## config.mk

```make
export PLATFORM = sky130hd
export DESIGN_NAME = cdb_arbiter
export DESIGN_NICKNAME = d
export VERILOG_FILES = /design/src/rtl/cdb_arbiter.sv
export SDC_FILE = /design/constraint.sdc
export NUM_CORES = 1
export LEC_CHECK = 0
export CORE_AREA = 2 2 183 185
export CTS_BUF_LIST = sky130_fd_sc_hd__clkbuf_16
export CTS_CLUSTER_SIZE = 10
export DETAILED_ROUTE_END_ITERATION = 12
export DIE_AREA = 0 0 185 187
export MAX_ROUTING_LAYER = met4
export SYNTH_ARGS = -nofsm -noshare
export SYNTH_HDL_FRONTEND = slang
export SYNTH_SLANG_ARGS = --single-unit
```

## constraint.sdc

```tcl
create_clock -name clock -period 7.8 [get_ports clock]
set_input_delay 1.17 -clock clock [delete_from_list [all_inputs] [get_ports clock]]
set_output_delay 1.17 -clock clock [all_outputs]
set_load 0.01 [all_outputs]
```

## src/rtl/cdb_arbiter.sv

```systemverilog
// cdb_arbiter: round-robin share of the two CDB/PRF writeback lanes.
// Define CDB_ARB_MUL_PRIO_EN to give the multiplier fixed lane-0 priority.
module cdb_arbiter #(
    parameter int NUM_FU = 4,
    parameter int DATA_W = 64,
    parameter int PR_W   = 7,
    parameter int AR_W   = 5
) (
    input  logic                     clock,
    input  logic                     reset,
    input  logic                     flush,
    input  logic [NUM_FU-1:0]        fu_req,
    input  logic [NUM_FU*DATA_W-1:0] fu_result,
    input  logic [NUM_FU*AR_W-1:0]   fu_dest_ar_idx,
    input  logic [NUM_FU*PR_W-1:0]   fu_dest_pr_idx,
    input  logic [NUM_FU-1:0]        fu_exception,
    output logic [NUM_FU-1:0]        fu_grant,
    output logic                     cdb_complete0,
    output logic                     cdb_complete1,
    output logic [AR_W-1:0]          cdb_dest_ar_idx0,
    output logic [AR_W-1:0]          cdb_dest_ar_idx1,
    output logic [PR_W-1:0]          cdb_prf_dest_pr_idx0,
    output logic [PR_W-1:0]          cdb_prf_dest_pr_idx1,
    output logic                     cdb_exception0,
    output logic                     cdb_exception1,
    output logic [DATA_W-1:0]        prf_result0,
    output logic [DATA_W-1:0]        prf_result1,
    output logic                     prf_write_enable0,
    output logic                     prf_write_enable1
);

    localparam int PTR_W = (NUM_FU > 2) ? $clog2(NUM_FU) : 1;
`ifdef CDB_ARB_MUL_PRIO_EN
    localparam int RR_N = NUM_FU - 1;
`else
    localparam int RR_N = NUM_FU;
`endif
    localparam logic [PTR_W-1:0] MUL_IDX = PTR_W'(NUM_FU - 1);
    localparam logic [AR_W-1:0]  ZERO_AR = AR_W'(31);

    logic [PTR_W-1:0]  rr_ptr;
    logic [PTR_W-1:0]  rr_nxt;
    logic              first_ok;
    logic              second_ok;
    logic [PTR_W-1:0]  first_idx;
    logic [PTR_W-1:0]  second_idx;
    int                first_pos;
    int                second_pos;
    int                pos;
    int                nxt_int;
    logic              lane0_v;
    logic              lane1_v;
    logic              upd;
    logic [PTR_W-1:0]  lane0_idx;
    logic [PTR_W-1:0]  lane1_idx;
    logic [PTR_W-1:0]  last_idx;
    logic [DATA_W-1:0] res0;
    logic [DATA_W-1:0] res1;
    logic [AR_W-1:0]   ar0;
    logic [AR_W-1:0]   ar1;
    logic [PR_W-1:0]   pr0;
    logic [PR_W-1:0]   pr1;
    logic              exc0;
    logic              exc1;

    // Keep the two requesters closest to rr_ptr in scan order.
    always_comb begin
        first_ok   = 1'b0;
        second_ok  = 1'b0;
        first_idx  = '0;
        second_idx = '0;
        first_pos  = RR_N;
        second_pos = RR_N;
        pos        = 0;
        for (int i = 0; i < RR_N; i++) begin
            pos = i - int'(rr_ptr);
            if (pos < 0) pos = pos + RR_N;
            if (fu_req[i]) begin
                if (pos < first_pos) begin
                    second_ok  = first_ok;
                    second_idx = first_idx;
                    second_pos = first_pos;
                    first_ok   = 1'b1;
                    first_idx  = PTR_W'(i);
                    first_pos  = pos;
                end else if (pos < second_pos) begin
                    second_ok  = 1'b1;
                    second_idx = PTR_W'(i);
                    second_pos = pos;
                end
            end
        end
    end

    always_comb begin
        lane0_v   = first_ok;
        lane0_idx = first_idx;
        lane1_v   = second_ok;
        lane1_idx = second_idx;
        upd       = first_ok;
        last_idx  = second_ok ? second_idx : first_idx;
`ifdef CDB_ARB_MUL_PRIO_EN
        if (fu_req[NUM_FU-1]) begin
            lane0_v   = 1'b1;
            lane0_idx = MUL_IDX;
            lane1_v   = first_ok;
            lane1_idx = first_idx;
            last_idx  = first_idx;
        end
`endif
        if (reset || flush) begin
            lane0_v = 1'b0;
            lane1_v = 1'b0;
            upd     = 1'b0;
        end
    end

    always_comb begin
        nxt_int = int'(last_idx) + 1;
        if (nxt_int >= RR_N) nxt_int = 0;
        rr_nxt = PTR_W'(nxt_int);
    end

    always_comb begin
        fu_grant = '0;
        res0 = '0;
        res1 = '0;
        ar0  = '0;
        ar1  = '0;
        pr0  = '0;
        pr1  = '0;
        exc0 = 1'b0;
        exc1 = 1'b0;
        for (int i = 0; i < NUM_FU; i++) begin
            fu_grant[i] = (lane0_v && lane0_idx == PTR_W'(i)) ||
                          (lane1_v && lane1_idx == PTR_W'(i));
            if (lane0_idx == PTR_W'(i)) begin
                res0 = fu_result[i*DATA_W +: DATA_W];
                ar0  = fu_dest_ar_idx[i*AR_W +: AR_W];
                pr0  = fu_dest_pr_idx[i*PR_W +: PR_W];
                exc0 = fu_exception[i];
            end
            if (lane1_idx == PTR_W'(i)) begin
                res1 = fu_result[i*DATA_W +: DATA_W];
                ar1  = fu_dest_ar_idx[i*AR_W +: AR_W];
                pr1  = fu_dest_pr_idx[i*PR_W +: PR_W];
                exc1 = fu_exception[i];
            end
        end
    end

    always_ff @(posedge clock) begin
        if (reset) begin
            rr_ptr               <= '0;
            cdb_complete0        <= 1'b0;
            cdb_complete1        <= 1'b0;
            cdb_dest_ar_idx0     <= '0;
            cdb_dest_ar_idx1     <= '0;
            cdb_prf_dest_pr_idx0 <= '0;
            cdb_prf_dest_pr_idx1 <= '0;
            cdb_exception0       <= 1'b0;
            cdb_exception1       <= 1'b0;
            prf_result0          <= '0;
            prf_result1          <= '0;
        end else begin
            cdb_complete0 <= lane0_v;
            cdb_complete1 <= lane1_v;
            if (upd) rr_ptr <= rr_nxt;
            if (lane0_v) begin
                cdb_dest_ar_idx0     <= ar0;
                cdb_prf_dest_pr_idx0 <= pr0;
                cdb_exception0       <= exc0;
                prf_result0          <= res0;
            end
            if (lane1_v) begin
                cdb_dest_ar_idx1     <= ar1;
                cdb_prf_dest_pr_idx1 <= pr1;
                cdb_exception1       <= exc1;
                prf_result1          <= res1;
            end
        end
    end

    assign prf_write_enable0 = cdb_complete0 & ~cdb_exception0 &
                               (cdb_dest_ar_idx0 != ZERO_AR);
    assign prf_write_enable1 = cdb_complete1 & ~cdb_exception1 &
                               (cdb_dest_ar_idx1 != ZERO_AR);

endmodule

```

Word level (Yosys, flattened, before mapping):

Index checks and enable logic that the tools add are counted.

* register bits: 158
* latch bits: 0
* RAM bits: 0
* ROM bits: 0
* input bits: 315
* output and inout port bits: 162
* logic and storage cells: 145
* memories: 0

* add/subtract/negate cells: 9
* $mul: 0
* div/mod/pow operators: 0
* $lt $le $gt $ge: 12
* equality and inequality tests: 8
* shift-type cells: 0
* muxes and demuxes: 84
* bitwise logic cells: 6
* reduce and logical (&&, ||, !) cells: 15

Operators with widths (number)
* $mux 32: 16
* $mux 64: 8
* $lt 32x32->1: 5
* $lt 32x4->1 const B: 2
* $mux 7: 8
* $mux 5: 8
* $mux 1: 32
* $mux 2: 12
* $add 3x4->5 const B: 4
* $lt 3x1->1 const B: 4
* $ne 5x5->1 const B: 2
* $eq 2x2->1 const B: 4
* $logic_and 1x1->1: 8
* $sub 1x2->3 const A: 2
* $sub 2x2->3 const A: 2
* $logic_or 1x1->1: 5
* $and 1x1->1: 4
* $eq 2x1->1 const B: 2
* $logic_not 2->1: 2
* $add 2x1->3 const B: 1
* $ge 3x3->1 const B: 1
* $not 1->1: 2

Depth between registers and ports, before layout:

* depth in word-level cells: 22
* gate-level depth with buffers: 22
* gate-level depth less buffers: 16

Worst setup path before layout:

OpenSTA, ideal clock, no wires.

* kind: input-to-output
* start: input fu_req[0]
* end: output fu_grant[1]
* data arrival time: 5.181 ns
* data required time: 6.630 ns
* path slack: 1.449 ns
* stages: 20
* path buffers: 6
* path through: buf_4 > clkbuf_1 > mux2i_1 > a32oi_1 > ha_1 > o22ai_1 > o21ai_1 > clkbuf_1 > clkbuf_1 > o21ai_0 > ha_1 > nor2b_1 > nor2_1 > a221o_1 > o311a_1 > buf_2 > a221oi_2 > nand2_1 > buf_2 > o31ai_1

* word-level cells in the longest chain between the ends: 15
* elaborated cells on any way between the ends: 51
* classes of those cells: order compare: 5; eq/ne: 2; mux: 41; reduce/logical: 3

RTL lines
* start: declaration: line 12 `input logic [NUM_FU-1:0] fu_req,`
* $mux 32: line 78 `if (fu_req[i]) begin`
* $lt 32x32->1: line 79 `if (pos < first_pos) begin`
* $mux 32: line 79
* $mux 32: line 78
* $lt 32x32->1: line 86 `end else if (pos < second_pos) begin`
* $mux 32: line 86
* $mux 32: line 79
* $mux 32: line 78
* $lt 32x32->1: line 86
* $mux 2 / $mux 1 (equally long branches): line 86
* $mux 2 / $mux 1 (equally long branches): line 79
* $mux 2 / $mux 1 (equally long branches): line 78
* $eq 2x1->1 / $mux 1 (equally long branches): line 136, 111
* $logic_and 1x1->1: line 136 `(lane1_v && lane1_idx == PTR_W'(i));`
* $logic_or 1x1->1 *: line 135 `fu_grant[i] = (lane0_v && lane0_idx == PTR_W'(i)) ||`
* end: declaration: line 17 `output logic [NUM_FU-1:0] fu_grant,`

Mark *: on every way between the ends. The rest lies on a longest branch, timed or not.

Worst setup path after layout:

* start: input fu_req[1]
* end: output fu_grant[2]

* word-level cells in the longest chain between the ends: 12
* elaborated cells on any way between the ends: 42
* classes of those cells: order compare: 4; eq/ne: 2; mux: 33; reduce/logical: 3

RTL lines (line)
* $mux 32: 78
* $lt 32x32->1: 86
* $mux 32: 86
* $mux 32: 79
* $mux 32: 78
* $lt 32x32->1: 86
* $mux 2 / $mux 1 (equally long branches): 86
* $mux 2 / $mux 1 (equally long branches): 79
* $mux 2 / $mux 1 (equally long branches): 78
* $eq 2x2->1 / $mux 1 (equally long branches): 136, 111
* $logic_and 1x1->1: 136
* $logic_or 1x1->1 *: 135

Marked as above.

==> results.json <==
{
  "status": "complete, no violations",
  "setup_violations": 0,
  "relSlewSlack_pct": 28.60,
  "crit_buf_inv": 4,
  "synth_nets": 1706,
  "grt_usage_pct": 29.53,
  "async_reset_ff_share_pct": 0,
  "grt_busiest_layer": "met2",
  "cts_buffer_depth": 2,
  "synth_area_per_cell_um2": 7.349,
  "io_pins": 477,
  "fmaxAchievable_mhz": 138.7,
  "ys.flop_type": "dfxtp_1",
  "seq_area_um2": 3163,
  "die-area_um2": 34600,
  "crit_family": "buffers and inverters",
  "critPathSlowestCell": "clkdlybuf4s50_1",
  "fin_ws_ns": 0.5886,
  "required_ns": 6.63,
  "wl_per_cell_um": 22.68,
  "ctsHoldBuffers": 0,
  "htreeDepth": 4,
  "hp-class": "flop to flop",
  "insertion_delay_ns": 0.45,
  "cts_setup_buffers": 0,
  "drive_gt1_share_pct": 6.355,
  "crit_chain": "clkdlybuf4s50_1 > inv_1 > mux2i_1 > a32oi_1 > ha_1 > o22ai_1 > o21ai_4 > nand2_1 > o21ai_0 > ha_1 > nor2b_1 > a211o_1 > a21oi_1 > o311a_4 > buf_4 > nand2_1 > o31ai_1 > clkdlybuf4s50_1",
  "hpwl_um": 34520,
  "tritoncts": "built",
  "max_cap_viol_count": 0,
  "clock_sinks": 158,
  "rsz0062_at_grt": "false",
  "powerDensity_nw_per_um2": 203.5,
  "dr.pass1.iters": 5,
  "cts_root_buffer": "clkbuf_16",
  "min_period_over_period_pct": 92.45,
  "fin_nets": 2101,
  "seq_area_frac_synth_pct": 31.03,
  "cp_num_cells": 18,
  "antenna_found_initial": 2,
  "cp_max_fo": 35,
  "clkSlewWorstSetupHoldPaths_ns": 0.06,
  "syn_area_um2": 10190,
  "drc": 0,
  "clock_skew_ns": 0.007069,
  "dp_slack_ns": 0.6144,
  "ir_drop_mv": 0.1498,
  "criticalPathCategory": "input port to output port",
  "final.setup.tns_ns": 0,
  "via_per_inst": 5.520,
  "leakage_nw": 5.797,
  "die_w_um": 185,
  "nFillCells": 3294,
  "drt-initial-drc-count": 809,
  "vias": 12390,
  "grt_use_met1_pct": 35.69,
  "stdcell_count": 2244,
  "ys.warnings.count": 0,
  "groute.layer.met2.usage_pct": 47.10,
  "hold_violations": 0,
  "die_h_um": 187,
  "worst_pin_slew_ns": 1.071,
  "timing.hold.ws_ns": 0.4472,
  "grt_pass1_wl_um": 75840,
  "reg2reg_depth": 17,
  "grt_pass1_vias": 12430,
  "final_antenna_net_count": 0,
  "synth-edff-count": 0,
  "holdPathStages": 2,
  "reg2reg_slack_ns": 2.33,
  "slew_violations": 0,
  "syn_inst": 1387,
  "final_common_cell": "clkdlybuf4s50_1",
  "globalplace.congestion": 0.8586,
  "yosysUniqueCellTypes": 55,
  "gr-usage-met3_pct": 7.477,
  "placed_cells": 2211,
  "core-area_um2": 32860,
  "fin_crit_ns": 7.211,
  "post_cts_resized": 0,
  "overflow": 0,
  "rows": 67,
  "slowest_delay_ns": 0.65,
  "cp-start-kind": "input port",
  "cts_made_buffers": 17,
  "port_buffers": 476,
  "crit_arrival_ns": 6.04,
  "synth_seq_cells": 158,
  "multi_input_area_um2": 6566,
  "area_delta_synth_final_pct": 56.30,
  "final_cell_mix": "clkdlybuf4s50_1 (475), nand2_1 (214), nor2_1 (169)",
  "initial_core_util_pct": 31.02,
  "grt_max_degree": 91,
  "crit_path_end_kind": "output port",
  "wl_um": 50890
}
## cells in the mapped netlist, types with 20 or more instances
cell      instances  area [um2]
dfxtp_1         158        3163
nor2_1          170       638.1
buf_2            21       105.1
mux2i_1          73       730.7
nand3b_1         29       217.7
o21ai_0          66       330.3
or3_1            20       125.1
nor3_1           75       375.4
a31oi_1          29       181.4
o21ai_1          22       110.1
mux2_2           29       326.6
o221ai_1         28       245.2
a211oi_1        121       908.4
clkbuf_1        103       386.6
o211a_1          22       220.2
a21oi_1          56       280.3
nand3_1          28       140.1
and3_1           28       175.2
nand2_1         214       803.3
## final timing paths
check,start,end
min,prf_result1[33],prf_result1[33]
max reg2reg,rr_ptr[0],prf_result1[44]
min reg2reg,prf_result1[33],prf_result1[33]
max,fu_req[1],fu_grant[2]
## flip-flops by register name, indices dropped and copies added, names as in the netlist
signal                cells
prf_result0              64
prf_result1              64
cdb_prf_dest_pr_idx0      7
cdb_prf_dest_pr_idx1      7
cdb_dest_ar_idx0          5
cdb_dest_ar_idx1          5
rr_ptr                    2
cdb_complete0             1
cdb_complete1             1
cdb_exception0            1
cdb_exception1            1
## power by group
group,internal (mW),switching [mW]
registers,0.900,0.0610
logic,0.634,0.809
clock network,0.463,0.375
## per-stage QoR
step	power (mW)	instance area (um2)	util, %
finish	3.243	15930	48.48
global route	3.414	15930	48.48
CTS	3.256	15930	48.47
detailed placement	2.412	15370	46.78
global placement	2.404	15370	46.78
floorplan	1.731	10190	-
## tightest hold or removal path: stages, from the launching register on
cell     delay, ns
dfxtp_1       0.31
nand2_1       0.05
o21ai_1       0.05
## layer usage
metal  wire (um)  vias up
li1            -     5857
met1       21380     5842
met2       23420      591
met3        4368       98
met4        1721        0
met5           0        -
## cell families (layout without fill, tap and decap cells)
| group | after synthesis | in the layout | share of synthesized area [%] |
|---|---|---|---|
| xor+xnor | 4 | 4 | 0.3436 |
| flops | 158 | 158 | 31.03 |
| compound gates | 394 | 394 | 26.68 |
| fa+ha+maj | 6 | 6 | 0.6874 |
| simple gates | 577 | 577 | 25.10 |
| other cells | 0 | 2 | 0 |
| mux | 102 | 102 | 10.37 |
| buf+inv | 146 | 553 | 5.781 |
## cell type report
cell class	count	share of cell area [%]
Tap cell	448	3.518
Antenna cell	2	0.03141
Clock inverter	14	0.8167
Timing Repair Buffer	512	31.66
Multi-Input combinational cell	1083	41.21
Inverter	10	0.2356
Clock buffer	17	2.670
Sequential cell	158	19.85
No activity file was read; power rests on OpenSTA's default activity.
